==> src/rtl/rlwe_pkg.sv <==
// Shared RLWE types and constants used by the MPRF-side vector datapaths.
package rlwe_pkg;

   localparam int LANE       = 4;
   localparam int XLEN       = 32;
   localparam int LANE_IDX_W = $clog2(LANE);

   typedef logic [LANE-1:0][XLEN-1:0] type_vector;

   typedef enum logic [1:0] {
      IDLE = 2'd0,
      READ = 2'd1,
      SEND = 2'd2,
      DONE = 2'd3
   } state_t;

endpackage

==> src/rtl/rlwe_vec_lane_mux.sv <==
// Combinational lane select from a full vector register value.
module rlwe_vec_lane_mux
   import rlwe_pkg::*;
(
   input  type_vector              vec_i,
   input  logic [LANE_IDX_W-1:0]   sel_i,
   output logic [XLEN-1:0]         lane_o
);

   assign lane_o = vec_i[sel_i];

endmodule

==> src/rtl/rlwe_vec_store_ser.sv <==
// Vector-store serializer: snapshots one MPRF vector register, then streams
// its lanes to data memory one word per accepted request.
module rlwe_vec_store_ser
   import rlwe_pkg::*;
#(
   parameter int LANE = rlwe_pkg::LANE,
   parameter int XLEN = rlwe_pkg::XLEN,
   parameter int AW   = 5
) (
   input  logic                 clk,
   input  logic                 rst_n,
   input  logic                 cmd_valid,
   output logic                 cmd_ready,
   input  logic [AW-1:0]        cmd_rs_addr,
   input  logic [31:0]          cmd_base_addr,
   input  logic                 kill,
   output logic [AW-1:0]        mprf_rs_addr,
   output logic                 mprf_rs_is_vector,
   input  logic [LANE*XLEN-1:0] mprf_rs_data,
   output logic                 dmem_req,
   output logic                 dmem_we,
   output logic [31:0]          dmem_addr,
   output logic [XLEN-1:0]      dmem_wdata,
   input  logic                 dmem_ack,
   output logic                 busy,
   output logic                 done,
   output logic                 err
);

   state_t                  state_q, state_d;
   logic [LANE_IDX_W-1:0]   lane_q, lane_d;
   logic [AW-1:0]           rs_q, rs_d;
   logic [31:0]             base_q, base_d;
   type_vector              vec_q, vec_d;
   logic                    err_q, err_d;

   logic                    cmd_aligned;
   logic                    accept;
   logic                    last_lane;
   logic [XLEN-1:0]         lane_data;

   assign cmd_aligned = (cmd_base_addr[1:0] == 2'b00);
   // kill outranks a new command so a flushed instruction never starts a store
   assign accept      = (state_q == IDLE) && cmd_valid && !kill && cmd_aligned;
   assign last_lane   = (lane_q == LANE_IDX_W'(LANE-1));

   rlwe_vec_lane_mux u_lane_mux (
      .vec_i  (vec_q),
      .sel_i  (lane_q),
      .lane_o (lane_data)
   );

   always_ff @(posedge clk or negedge rst_n) begin
      if (!rst_n) begin
         state_q <= IDLE;
      end else begin
         state_q <= state_d;
      end
   end

   always_comb begin
      state_d = state_q;
      case (state_q)
         IDLE: begin
            if (accept) state_d = READ;
         end
         READ: begin
            state_d = kill ? IDLE : SEND;
         end
         SEND: begin
            if (kill)                       state_d = IDLE;
            else if (dmem_ack && last_lane) state_d = DONE;
         end
         DONE: begin
            state_d = IDLE;
         end
         default: state_d = IDLE;
      endcase
   end

   always_comb begin
      cmd_ready    = 1'b0;
      busy         = 1'b1;
      mprf_rs_addr = '0;
      dmem_req     = 1'b0;
      dmem_we      = 1'b0;
      done         = 1'b0;
      case (state_q)
         IDLE: begin
            cmd_ready = 1'b1;
            busy      = 1'b0;
         end
         READ: begin
            mprf_rs_addr = rs_q;
         end
         SEND: begin
            dmem_req = 1'b1;
            dmem_we  = 1'b1;
         end
         DONE: begin
            done = !kill;
         end
         default: ;
      endcase
   end

   assign mprf_rs_is_vector = 1'b1;
   // 32-bit wraparound past the top of the address space is intentional
   assign dmem_addr         = base_q + (32'(lane_q) << 2);
   assign dmem_wdata        = lane_data;
   assign err               = err_q;

   always_comb begin
      lane_d = lane_q;
      rs_d   = rs_q;
      base_d = base_q;
      vec_d  = vec_q;
      err_d  = (state_q == IDLE) && cmd_valid && !kill && !cmd_aligned;
      if (accept) begin
         lane_d = '0;
         rs_d   = cmd_rs_addr;
         base_d = cmd_base_addr;
      end
      // snapshot here so later MPRF writes cannot disturb lanes in flight
      if (state_q == READ) begin
         vec_d = type_vector'(mprf_rs_data);
      end
      if ((state_q == SEND) && dmem_ack && !kill && !last_lane) begin
         lane_d = lane_q + 1'b1;
      end
   end

   always_ff @(posedge clk or negedge rst_n) begin
      if (!rst_n) begin
         lane_q <= '0;
         rs_q   <= '0;
         base_q <= '0;
         vec_q  <= '0;
         err_q  <= 1'b0;
      end else begin
         lane_q <= lane_d;
         rs_q   <= rs_d;
         base_q <= base_d;
         vec_q  <= vec_d;
         err_q  <= err_d;
      end
   end

endmodule

==> config.mk <==
export PLATFORM = sky130hd
export DESIGN_NAME = rlwe_vec_store_ser
export DESIGN_NICKNAME = d
export VERILOG_FILES = /design/src/rtl/rlwe_pkg.sv /design/src/rtl/rlwe_vec_lane_mux.sv /design/src/rtl/rlwe_vec_store_ser.sv
export SDC_FILE = /design/constraint.sdc
export NUM_CORES = 1
export LEC_CHECK = 0
export ABC_AREA = 0
export BUFFER_PORTS_ARGS = -buffer_cell sky130_fd_sc_hd__buf_4
export CAP_MARGIN = 15
export CORE_MARGIN = 2
export CORE_UTILIZATION = 52
export DETAILED_ROUTE_END_ITERATION = 10
export GPL_TIMING_DRIVEN = 0
export PLACE_DENSITY = 0.89
export SLEW_MARGIN = 25
export SYNTH_ARGS = -nofsm -noshare
export SYNTH_HDL_FRONTEND = slang
export SYNTH_SLANG_ARGS = --single-unit
==> constraint.sdc <==
create_clock -name clk -period 2.5 [get_ports clk]
set_input_delay 0.5 -clock clk [delete_from_list [all_inputs] [get_ports clk]]
set_output_delay 0.5 -clock clk [all_outputs]
set_load 0.02 [all_outputs]
-- Yosys cells after proc, flatten, opt, wreduce, memory -nomap -nowiden
Index checks and enable logic that the tools add are counted.
Widths: inputs -> output; s select.
- $add $sub $neg: 2
- $lt $le $gt $ge: 1
- equal/unequal tests: 6
- muxes and demuxes: 14
- reductions and logical operators: 15
- operator list (kind ; number):
    $bmux 32 s2 ; 1
    $add 32x4->32 ; 1
    $mux 32 ; 1
    $mux 2 ; 6
    $logic_and 1x1->1 ; 8
    $pmux 2 s4 ; 1
    $eq 2x2->1 const B ; 3
    $mux 5 ; 1
    $logic_not 2->1 ; 2
    $mux 1 ; 4
    $logic_not 1->1 ; 3
    $lt 2x3->1 const B ; 1
    $ne 3x3->1 const B ; 1
    $add 2x1->2 const B ; 1
    $eq 2x1->1 const B ; 1
    $ne 2x2->1 const B ; 1
    $reduce_and 2->1 ; 1
    $reduce_bool 2->1 ; 1
- bits in registers: 170
- input bits: 170
- logic and storage cells: 47

-- Depth between registers and ports, before layout
- depth in word-level cells: 6
- gate-level depth with buffers: 6
- gate-level depth less buffers: 6

-- Modules after synthesis
Synthesis repeated with hierarchy kept, for this count alone.
- cells, all modules: 781
- area total of the unflattened synthesis: 8041.5 sq um
- modules (own cells, without submodules) (module ; times used ; cells each ; area an instance (sq um) ; sequential area each (sq um)):
    rlwe_vec_store_ser ; 1 ; 742 ; 7226.9 ; 4254.1
    rlwe_vec_lane_mux ; 1 ; 39 ; 814.5 ; 0.0

-- Worst setup path after synthesis
OpenSTA, ideal clock, no wires.
- path type: register to output
- start point: reg lane_q[1]
- end point: out dmem_addr[29]
- arrival time: 1.770 ns
- data required time: 2.000 ns
- setup slack: 0.230 ns
- cell stages (with the launch flop): 6
- buffers on the path: 0
- cells stage by stage: dfrtp_1 -> ha_1 -> a21oi_1 -> nor3_2 -> nand4_1 -> xnor2_1
- longest elaborated chain between the ends: 1
- RTL lines (item ; RTL line ; source):
    start, declared ; rlwe_vec_store_ser.sv:31 ; logic [LANE_IDX_W-1:0] lane_q, lane_d;
    start signal, assigned ; rlwe_vec_store_ser.sv:141 ; lane_q <= lane_d;
    $add 32x4->32 ; rlwe_vec_store_ser.sv:109 ; assign dmem_addr = base_q + (32'(lane_q) << 2);
    end, declared ; rlwe_vec_store_ser.sv:22 ; output logic [31:0] dmem_addr,
Every way passes these cells.

-- Worst setup path in the final report
- start point: reg base_q[17]
- end point: out dmem_addr[27]
- longest elaborated chain between the ends: 1
- RTL lines (item ; RTL line ; source):
    start, declared ; rlwe_vec_store_ser.sv:33 ; logic [31:0] base_q, base_d;
    start signal, assigned ; rlwe_vec_store_ser.sv:143 ; base_q <= base_d;
    $add 32x4->32 ; rlwe_vec_store_ser.sv:109 ;
Every way passes these cells.

==> results.txt <==
The count of different cell masters after synthesis is 38. The clock buffer count from CTS is 17. The flow ran to the end, but the final reports show violations. The minimum setup slack among reg-to-reg paths came out at 0.37 ns. The critical path is of the flop to output port type. The count of max-cap constraint violations came out at 0. The sequential fraction of the synthesis area came out at a little over half. Once routing completed, OpenROAD measured the worst setup slack at -0.3575 ns. The die extent in y is ~130 um. The number of levels the H-tree was split into came out at 4. During synthesis, Yosys emitted a total of 0 warnings. The setup clock skew after layout came out at 0.01096 ns.

The power per cell area is 824.9 nW/um^2. The average size of a mapped cell came out at about 16 um^2. The depth of the most critical reg-to-reg path is 5. The detailed-route via count is between 5000 and 6000. The peak fanout along the critical path is 5. The total area inside the core boundary comes to 15030 um^2. After detailed routing, the number of remaining DRC violations is 0. The detailed placer's ending HPWL came out at 14.50 mm.

The root buffer cell chosen for the clock tree is sky130_fd_sc_hd__clkbuf_16. The number of antenna violations at the first check in global routing is 0. STA classifies the critical path endpoint as an output port.

STA classifies the critical path startpoint as a flop. In this run the critical register-to-register path is captured at base_q[17]. Of all flip-flops after synthesis, the portion carrying an async set or reset was between 90% and 100%.

Counting I/O delays and the setup requirement, the final critical path takes about 2.9 ns. The final-report hold violation count is 0. During I/O placement, the number of pins put on the boundary was roughly 250.

The first global-routing pass estimated 33.97 mm of wire. In this run the cell area of the synthesized design comes to 7903 um^2. The required time reported for the critical path endpoint is 2.00 ns.

The count of fill cells added during filler insertion is around 900. The internal power came out at 6.605 mW. The pre-antenna-repair detailed-routing pass consisted of 5 iterations. The most critical setup path has its startpoint at base_q[17]. The number of synthesized register bits is 170.

The peak supply drop came out at between 0.6 and 0.7 mV. The maximum number of buffers from clock root to sink came out at 2. Once detail routing completed, the nets flagged for antenna violations numbered 0. The pin slew with the least headroom to its limit came out at 0.7494 ns. The hold slack is about 0.015 ns. In this run the critical register-to-register path is launched from state_q[0].

The fraction of the mapped netlist area in compound gates is less than 1%. The violation count after the first detailed-routing iteration came out at around 340. The critical path capture point is dmem_addr[27]. The area added between synthesis and finish came out at 42.86%.

The final setup violation count came out at 38. The xor and xnor fraction of the mapped netlist area came out at under 10%. The static leakage is around 5.3 nW. The fraction of power consumed by sequential logic is roughly 41%.

The die covers roughly 16000 um^2. Input and output buffers added on the ports amount to between 200 and 250. Global routing used around 28% of the available tracks across all layers.

Per report_power, the clock group accounts for between 20% and 30% of the total. The remaining max-slew budget at the tightest pin came out at roughly 50%. The pin count of the biggest net entering global routing came out at 93.

The number of slew-limit violations in the final report came out at 0. The final reports fail on setup timing. For the worst setup path, the data arrival time is approximately 2.4 ns. The switching share of total power came out at between 20% and 30%. The cell count after synthesis came out at 506. The simple-gate share of the synthesized area is 5.051%. The clock edge transition at the registers on the reported setup and hold paths came out at ~0.07 ns.

Row generation in the floorplan step produced 45 rows. The synthesized netlist net count came out at 680. The post-route core utilization came out at 75.10%. The arithmetic-cell share of the synthesized area counting full adders, half adders and majority gates came out at 0.7283%. The starting utilization of the core area is 52.57%. The detailed-route wire length came out at 23.51 mm. The tree built by TritonCTS fans out to between 150 and 200 sinks.

The proportion of synthesized area in mux cells came out at 34.01%. The number of nets in the final layout came out at 980. The clock tree from TritonCTS is yes. The clock latency at the later pin of the worst-skew pair came out at 0.43 ns.

The fraction of final layout cells sized beyond drive strength 1 came out at 67.16%. For the final routed database, the setup TNS stands at -6.529 ns. The final weighted congestion of routability-driven global placement is 0.8869.

Counting flops with a built-in enable in the synthesized netlist gives 0. Setup repair after global routing could not meet its margin everywhere. The global route total overflow is 0. The via-per-instance ratio is approximately 5.8. The antenna diode instance count is 0. The logic gate share of total power is between 20% and 30%. The via count of the first global-routing pass was about 6300. The net load switching power came out at around 2.7 mW.

The main flop type after synthesis is sky130_fd_sc_hd__dfrtp_1. The min-delay analysis places its worst path in the category input port to asynchronous set/reset pin. The overall die width came out at about 130 um. By area, the combinational part of the netlist is dominated by multiplexers. For this run, the top clock speed supported by timing is roughly 350 MHz.

After clock tree synthesis, the flow added hold-fix buffers numbering 0. The pre-CTS setup slack is -0.1423 ns. In the finished design, the share of the clock period the worst path needs comes to 114.3%.

Dividing the detail-routed wire length by the instance count gives 23.34 um.
-- cells by family (layout without fill, tap and decap cells) --
| kind of cell | after synthesis | in the layout |
|---|---|---|
| multiplexers | 195 | 195 |
| adder cells (fa/ha/maj) | 4 | 4 |
| XOR/XNOR | 28 | 28 |
| other | 1 | 1 |
| flip-flops | 170 | 170 |
| AND/OR/NAND/NOR | 67 | 68 |
| buffers and inverters | 36 | 348 |
| AO/OA/AOI/OAI | 5 | 5 |
-- worst max-delay path, cell delays in order (launching register included) --
cell and delay [ns]:
sky130_fd_sc_hd__dfrtp_1 0.50, sky130_fd_sc_hd__and3_1 0.34, sky130_fd_sc_hd__nor3b_4 0.30, sky130_fd_sc_hd__buf_6 0.16
sky130_fd_sc_hd__nand4b_1 0.14, sky130_fd_sc_hd__xnor2_1 0.29, sky130_fd_sc_hd__buf_4 0.20
-- stage by stage --
stage / power, mW / instance area (um^2) / cells
floorplan: 5.222 / 7903 / 506
global placement: 6.103 / 9970 / 938
detailed placement: 6.255 / 10000 / 939
CTS: 9.149 / 11030 / 989
global route: 9.689 / 11290 / 1007
finish: 9.312 / 11290 / 1007
-- how the worst min path moves through the flow --
stage                   start          to  slack [ns]  cells after the start
global placement    vec_q[39]   vec_q[39]        0.46                      1
floorplan               rst_n   base_q[0]        0.20                      0
detailed placement  vec_q[35]   vec_q[35]        0.47                      1
finish                  rst_n  base_q[26]        0.01                      1
CTS                     rst_n  base_q[20]        0.07                      1
global route            rst_n  base_q[26]        0.07                      1
-- synthesized netlist by cell type, types with 5 or more instances --
master,instances,area (um^2)
sky130_fd_sc_hd__nor2_1,9,33.78
sky130_fd_sc_hd__and2_1,7,43.79
sky130_fd_sc_hd__nand3_1,11,55.05
sky130_fd_sc_hd__mux2_2,116,1306
sky130_fd_sc_hd__xor2_1,6,52.55
sky130_fd_sc_hd__nand2_1,7,26.28
sky130_fd_sc_hd__mux2_4,35,525.5
sky130_fd_sc_hd__nand4_1,11,68.82
sky130_fd_sc_hd__xnor2_1,22,192.7
sky130_fd_sc_hd__dfrtp_1,170,4254
sky130_fd_sc_hd__buf_2,9,45.04
sky130_fd_sc_hd__clkbuf_1,14,52.55
sky130_fd_sc_hd__mux4_2,32,720.7
sky130_fd_sc_hd__and3_1,5,31.28
sky130_fd_sc_hd__mux2_1,12,135.1
-- power by group through the flow --
stage          clock [mW]  combinational (mW)  sequential, mW
6_report             2.76                2.72            3.84
5_1_grt              2.91                2.87            3.91
4_1_cts              2.77                2.58            3.80
3_5_place_dp            0                2.42            3.84
3_3_place_gp            0                2.34            3.76
2_1_floorplan           0                1.54            3.68
-- cell usage in the layout, fill, tap and decap left out, types with 7 or more instances in the layout --
cell	instances
sky130_fd_sc_hd__buf_4	273
sky130_fd_sc_hd__dfrtp_1	165
sky130_fd_sc_hd__mux2_2	116
sky130_fd_sc_hd__mux2_4	35
sky130_fd_sc_hd__mux4_2	32
sky130_fd_sc_hd__clkbuf_16	19
sky130_fd_sc_hd__xnor2_1	18
sky130_fd_sc_hd__mux2_1	12
sky130_fd_sc_hd__nand4_1	11
sky130_fd_sc_hd__buf_6	10
sky130_fd_sc_hd__clkbuf_1	8
sky130_fd_sc_hd__nand3_1	7
sky130_fd_sc_hd__and2_1	7
-- repair_timing --
action / in CTS / in global routing
endpoints found under the setup margin: 63 / 52
pin swaps: 16 / 21
cloned: 3 / 1
resized for setup: 48 / 25
setup buffers: 17 / 17
-- cell type report --
| cell class | instances | area [um^2] | share of cell area (%) |
|---|---|---|---|
| multi-input combinational | 301 | 3611 | 31.98 |
| tap | 188 | 235.2 | 2.084 |
| sequential | 170 | 4260 | 37.74 |
| buffer | 31 | 300.3 | 2.660 |
| clock buffer | 20 | 456.7 | 4.045 |
| clock inverter | 12 | 163.9 | 1.452 |
| timing repair buffer | 282 | 2251 | 19.94 |
| inverter | 3 | 11.26 | 0.09974 |
-- routing by layer --
layer	vias to the layer above	track usage, %	wire length (um)
met2	285	49.58	12450
li1	2461	-	-
met3	65	8.626	1724
met1	2989	30.98	8578
met5	-	0	0
met4	0	10.08	753
-- registers in the layout, indices dropped and copies added (netlist names) --
| signal | count |
|---|---|
| vec_q | 128 |
| err | 1 |
| state_q | 2 |
| base_q | 32 |
| rs_q | 5 |
| lane_q | 2 |
No activity file was read; power rests on OpenSTA's default activity.
